**config.mk**
```make
export PLATFORM = sky130hd
export DESIGN_NAME = uart_rx_deserializer
export DESIGN_NICKNAME = d
export VERILOG_FILES = /design/src/rtl/uart_pkg.sv /design/src/rtl/sync_2ff.sv /design/src/rtl/uart_rx_deserializer.sv
export SDC_FILE = /design/constraint.sdc
export NUM_CORES = 1
export LEC_CHECK = 0
export ABC_AREA = 1
export CAP_MARGIN = 25
export CORE_UTILIZATION = 38
export DETAILED_ROUTE_END_ITERATION = 10
export SKIP_LAST_GASP = 1
export SYNTH_ARGS = -nofsm -noshare
export SYNTH_HDL_FRONTEND = slang
export SYNTH_SLANG_ARGS = --single-unit
```
**constraint.sdc**
```tcl
create_clock -name iFpgaClock -period 1.9 [get_ports iFpgaClock]
set_input_delay 0.285 -clock iFpgaClock [delete_from_list [all_inputs] [get_ports iFpgaClock]]
set_output_delay 0.285 -clock iFpgaClock [all_outputs]
set_load 0.02 [all_outputs]
```
**src/rtl/uart_pkg.sv**
```systemverilog
// Shared definitions for the UART receive path: FSM states, frame size and
// baud-divider helpers.
package uart_pkg;

    localparam int unsigned FRAME_BITS = 8;

    typedef enum logic [2:0] {
        IDLE      = 3'd0,
        START     = 3'd1,
        DATA      = 3'd2,
        STOP      = 3'd3,
        WAIT_HIGH = 3'd4
    } uartState_t;

    // Clock cycles per serial bit.
    function automatic int unsigned calcDiv(input int unsigned clkFreq, input int unsigned uartBps);
        return clkFreq / uartBps;
    endfunction

    // Cycles from the start-bit edge to its centre.
    function automatic int unsigned calcHalf(input int unsigned div);
        return div / 2;
    endfunction

endpackage

```
**src/rtl/sync_2ff.sv**
```systemverilog
// Generic one-bit two-flop synchronizer for asynchronous inputs.
module sync_2ff #(
    parameter logic RESET_VALUE = 1'b1
) (
    input  logic clock,
    input  logic reset,
    input  logic asyncIn,
    output logic syncOut
);

    logic metaStage;

    // Two-stage capture; both stages return to the line's idle level on reset.
    always_ff @(posedge clock) begin
        if (reset) begin
            metaStage <= RESET_VALUE;
            syncOut   <= RESET_VALUE;
        end else begin
            metaStage <= asyncIn;
            syncOut   <= metaStage;
        end
    end

endmodule

```
**src/rtl/uart_rx_deserializer.sv**
```systemverilog
// 8N1 UART receiver: recovers frames from the PC RX line, emits each good byte
// with a one-cycle valid strobe and flags bad stop bits.
module uart_rx_deserializer
    import uart_pkg::*;
#(
    parameter int unsigned CLK_FREQ = 100_000_000,
    parameter int unsigned UART_BPS = 128000
) (
    input  logic       iFpgaClock,
    input  logic       iCpuReset,
    input  logic       iUartFromPc,
    output logic [7:0] oByte,
    output logic       oByteValid,
    output logic       oFrameError,
    output logic       oBusy
);

    localparam int unsigned DIV   = calcDiv(CLK_FREQ, UART_BPS);
    localparam int unsigned HALF  = calcHalf(DIV);
    localparam int unsigned CNT_W = (DIV > 1) ? $clog2(DIV) : 1;

    localparam logic [CNT_W-1:0] CNT_HALF = CNT_W'(HALF);
    localparam logic [CNT_W-1:0] CNT_LAST = CNT_W'(DIV - 1);
    localparam logic [2:0]       LAST_BIT = 3'(FRAME_BITS - 1);

    logic                  rxSync;
    uartState_t            state, stateNext;
    logic [CNT_W-1:0]      cnt, cntNext;
    logic [2:0]            bitIdx, bitIdxNext;
    logic [FRAME_BITS-1:0] shift, shiftNext;
    logic [7:0]            byteNext;
    logic                  validNext;
    logic                  errorNext;

    sync_2ff #(
        .RESET_VALUE(1'b1)
    ) rxSyncInst (
        .clock  (iFpgaClock),
        .reset  (iCpuReset),
        .asyncIn(iUartFromPc),
        .syncOut(rxSync)
    );

    // State, datapath and output registers; reset wins over everything.
    always_ff @(posedge iFpgaClock) begin
        if (iCpuReset) begin
            state       <= IDLE;
            cnt         <= '0;
            bitIdx      <= '0;
            shift       <= '0;
            oByte       <= '0;
            oByteValid  <= 1'b0;
            oFrameError <= 1'b0;
        end else begin
            state       <= stateNext;
            cnt         <= cntNext;
            bitIdx      <= bitIdxNext;
            shift       <= shiftNext;
            oByte       <= byteNext;
            oByteValid  <= validNext;
            oFrameError <= errorNext;
        end
    end

    // Next-state and datapath: sample start at half a bit, then every full bit.
    always_comb begin
        stateNext  = state;
        cntNext    = cnt + 1'b1;
        bitIdxNext = bitIdx;
        shiftNext  = shift;
        byteNext   = oByte;
        validNext  = 1'b0;
        errorNext  = 1'b0;

        case (state)
            IDLE: begin
                cntNext = '0;
                if (!rxSync) begin
                    stateNext = START;
                end
            end
            START: begin
                if (cnt == CNT_HALF) begin
                    cntNext = '0;
                    if (!rxSync) begin
                        stateNext  = DATA;
                        bitIdxNext = '0;
                    end else begin
                        stateNext = IDLE;
                    end
                end
            end
            DATA: begin
                if (cnt == CNT_LAST) begin
                    cntNext   = '0;
                    shiftNext = {rxSync, shift[FRAME_BITS-1:1]};
                    if (bitIdx == LAST_BIT) begin
                        stateNext = STOP;
                    end else begin
                        bitIdxNext = bitIdx + 3'd1;
                    end
                end
            end
            STOP: begin
                if (cnt == CNT_LAST) begin
                    cntNext = '0;
                    if (rxSync) begin
                        byteNext  = shift;
                        validNext = 1'b1;
                        stateNext = IDLE;
                    end else begin
                        errorNext = 1'b1;
                        stateNext = WAIT_HIGH;
                    end
                end
            end
            WAIT_HIGH: begin
                cntNext = '0;
                if (rxSync) begin
                    stateNext = IDLE;
                end
            end
            default: begin
                cntNext   = '0;
                stateNext = IDLE;
            end
        endcase
    end

    // Busy covers the whole frame up to the stop-bit sample.
    always_comb begin
        oBusy = (state == START) || (state == DATA) || (state == STOP);
    end

endmodule

```
==> results summary <==
The endpoint of the worst hold path is rxSyncInst.syncOut. Setup violations remaining at the end of the flow were counted as 0. The nature of the critical path startpoint is a register. Counting every net in the synthesized netlist gives between 200 and 250. The total buffers and inverters traversed by the critical path is 1. Registers take 722 sq um. The netlist uses 26 different library cells. The data required time at the worst endpoint is 2080 ps. The signal on the critical path passes through inv_1 > ha_1 > nand2_1 > nor2_1 > and3_1 > nand3_1 > nor2_1 > nor2_1.

The count of inserted antenna diode cells is 0. The run finished with clean final reports. The number of max-slew violations in the final report is 0.

In this run the vertical extent of the chip is between 60 and 70 um. Post-CTS timing repair inserted 0 buffers for setup. Clock tree synthesis inserted a total of 5 buffers. The post-detailed-routing wire length is between 3000 and 4000 um. The fmax came out at 618 MHz. The number of flops mapped to enable cells by yosys came out at 0. The average detailed-routed wire length per instance is 10.5 um. The ratio of total power to cell area came out at approximately 1100 mW/mm^2. In this run the critical register-to-register path is launched from cnt[0]. The largest total area in the synthesized netlist belongs to dfxtp_1. The worst reg-to-reg setup slack came out at 280 ps. The wire length of the first global-routing pass came out at around 5300 um. Across the VDD grid, the largest voltage drop is 0.420 mV. Along the worst hold path, the cell count comes to 1. Setup repair after global routing left no endpoint under its margin. The depth of the CTS H-tree came out at 2. In this run the number of cells on the critical path is 8. The number of global-route vias before repair came out at about 1200.

The number of buffers on the longest clock path is 2. The final hold violation count is 0. Of the post-synthesis cell area, the dominant cell type holds 0.427. The part of the cycle the worst path needs is 0.852. Sorting the synthesized cells by area gives the leading types as dfxtp_1 (43%), nor2_1 (11%), inv_1 (7.1%). In this run the static leakage power is 0.844 nW. The synthesized instance count came out at 226. The number of storage elements in the synthesis netlist came out at 36.

Measured against its own limit, the worst slew margin works out to 0.765. The worst hold slack came out at ~400 ps. After synthesis, the most frequently instantiated cells are nor2_1 (49), dfxtp_1 (36), inv_1 (32), nand2_1 (32), o21ai_0 (13).

The last weighted congestion value of the routability-driven placer is 0.772. The row count is 23. The number of antenna violations at the first check in global routing is 0. For this run, the detailed router's first-pass iteration total came to 4. The share of post-route cells with drive strength above 1 is 0.113.

The number of primary I/O pins is 14. The area enclosed by the die boundary is between 0.004 and 0.005 sq mm. The clock-pin slew of the registers on the worst-case setup and hold paths came out at 70 ps.

The count of cells along the worst register-to-register path came out at 8. The DRC violations left is 0. The initial cell density of the core is 0.408. The final critical-path required period came out at 1620 ps. The number of nets in the final layout is 254. The first-iteration detailed-routing DRC count is 65. The cell repeated most along the worst path is nor2_1.

The data arrival at the endpoint of the critical path is 1800 ps. The primary flip-flop cell chosen by synthesis mapping is dfxtp_1. By instance count, the leading cell after synthesis is nor2_1.

The kind of capture point of the worst setup path is a register. The worst hold path startpoint is rxSyncInst.metaStage. The min-delay analysis places its worst path in the category reg -> reg. Entering global routing, the biggest net connects 21 pins.

The delay of the slowest cell on the worst path is 360 ps. From synthesis to final layout, the design area changed by 18.1%. On the critical path the largest part of the delay comes from simple AND/OR/NAND/NOR gates. Summed over all failing endpoints, the final setup total negative slack is 0 ps.

Of all nets on the critical path, the largest fanout is 8. The actual transition at the worst max-transition pin is roughly 350 ps. After synthesis, the share of flip-flops with an asynchronous set or reset is 0. Max-cap violations in this run came to 0.

The remaining number of nets flagged by the antenna check after routing came out at 0. The area of combinational cells with multiple inputs is 825 sq um. The post-cts hold buffer count came out at 0.

The routed via count came out at 1378. The estimated wirelength of the detail-placed design is 2250 um. The average size of a mapped cell is around 7.5 sq um. From left edge to right edge, the die measures 68.7 um. The endpoint identified for the worst register-to-register timing path is oByte[7]. The floorplan core area came out at approximately 0.0041 sq mm. The number of port buffers came out at 13. The clock drives 36 sinks. The clock root buffer is clkbuf_8. The largest individual stage delay along the critical path comes from the cell dfxtp_1.

The cell area after technology mapping came out at 0.00169 sq mm. The global-route total usage across every layer came out at 0.154. The worst setup path is of the reg -> reg kind. The share of synthesized area occupied by flip-flops and latches came out at 0.427. The count of synthesis-stage warnings from yosys is 0.

The fill cell instance count of the final layout came out at 432. The TritonCTS clock tree is built. The number of vias per cell came out at between 4 and 5. The leftover overflow at the end of global routing came out at 0. For the final database, setup skew stands at about 9 ps. Clock latency on the worst-skew pair, taken at its later pin, is slightly below 300 ps.
[cell families after synthesis]
| group | after synthesis | synth area share |
|---|---|---|
| AND/OR/NAND/NOR | 117 | 0.339 |
| buffers and inverters | 36 | 0.0852 |
| flip-flops | 36 | 0.427 |
| AO/OA/AOI/OAI | 25 | 0.0763 |
| XOR/XNOR | 7 | 0.0363 |
| adder cells (fa/ha/maj) | 5 | 0.0370 |
[per-layer routing]
metal  up-vias  wire length (um)  GRT usage
met5         -                 0          0
met4         0                73     0.0781
met3         6               143     0.0559
met2        26              1330      0.228
met1       599              1560      0.195
li1        747                 -          -
[per-stage QoR]
stage / cells / total power [W] / util / instance area [sq um] / setup slack, ps
floorplan: 226 / 0.00135 / - / 1690 / 519
global placement: 289 / 0.00151 / 0.455 / 1880 / 294
detailed placement: 289 / 0.00151 / 0.455 / 1880 / 258
CTS: 297 / 0.00218 / 0.481 / 1990 / 62.1
global route: 297 / 0.00230 / 0.482 / 2000 / 126
finish: 297 / 0.00215 / 0.482 / 2000 / 282
[worst register-to-register path, cell delays in order (launching register included)]
cell,delay [ps]
dfxtp_1,360
inv_1,120
ha_1,180
nand2_1,50
nor2_1,110
and3_1,210
nand3_1,260
nor2_1,180
nor2_1,60
[state kept, by name (all words and copies together), names as in the netlist]
| name | cells |
|---|---|
| cnt | 10 |
| oByte | 8 |
| shift | 8 |
| bitIdx | 3 |
| state | 3 |
| oByteValid | 1 |
| oFrameError | 1 |
| rxSyncInst.metaStage | 1 |
| rxSyncInst.syncOut | 1 |
[layout make-up]
type / instances / share of cell area
multi-input cells: 154 / 0.413
flip-flops and latches: 36 / 0.362
repair buffers: 16 / 0.0777
inverters: 33 / 0.0621
clock buffers: 6 / 0.0364
well taps: 50 / 0.0313
clock inverters: 2 / 0.0176
[layout by cell type (no fill, tap or decap), drive strengths merged]
master,count
nand2,37
nand4,8
clkinv,1
xor2,5
nand3b,1
or2,2
clkbuf,6
nand3,12
o21ai,17
ha,5
nor3,4
bufinv,1
buf,3
inv,33
xnor2,2
and3,1
dlymetal6s2s,1
clkdlybuf4s50,12
dfxtp,36
nor2,52
a21oi,8
[repair_timing]
action	4_1_cts	5_1_grt
endpoints found under the setup margin	1	1
resized for setup	1	1
pin swaps	0	0
[power by group]
| part | internal [W] | switching (W) |
|---|---|---|
| clock network | 0.000389 | 0.000271 |
| registers | 0.000807 | 0.0000554 |
| logic | 0.000231 | 0.000395 |
| total | 0.00143 | 0.000721 |
[how the worst max path moves through the flow]
stage,to,from,slack (ps)
2_1_floorplan,cnt[7],cnt[0],520
3_3_place_gp,oBusy,state[0],290
3_5_place_dp,oByte[0],cnt[0],260
4_1_cts,oBusy,state[1],60
5_1_grt,oByte[4],cnt[0],130
6_report,oByte[7],cnt[0],280
No activity file was read; power rests on OpenSTA's default activity.
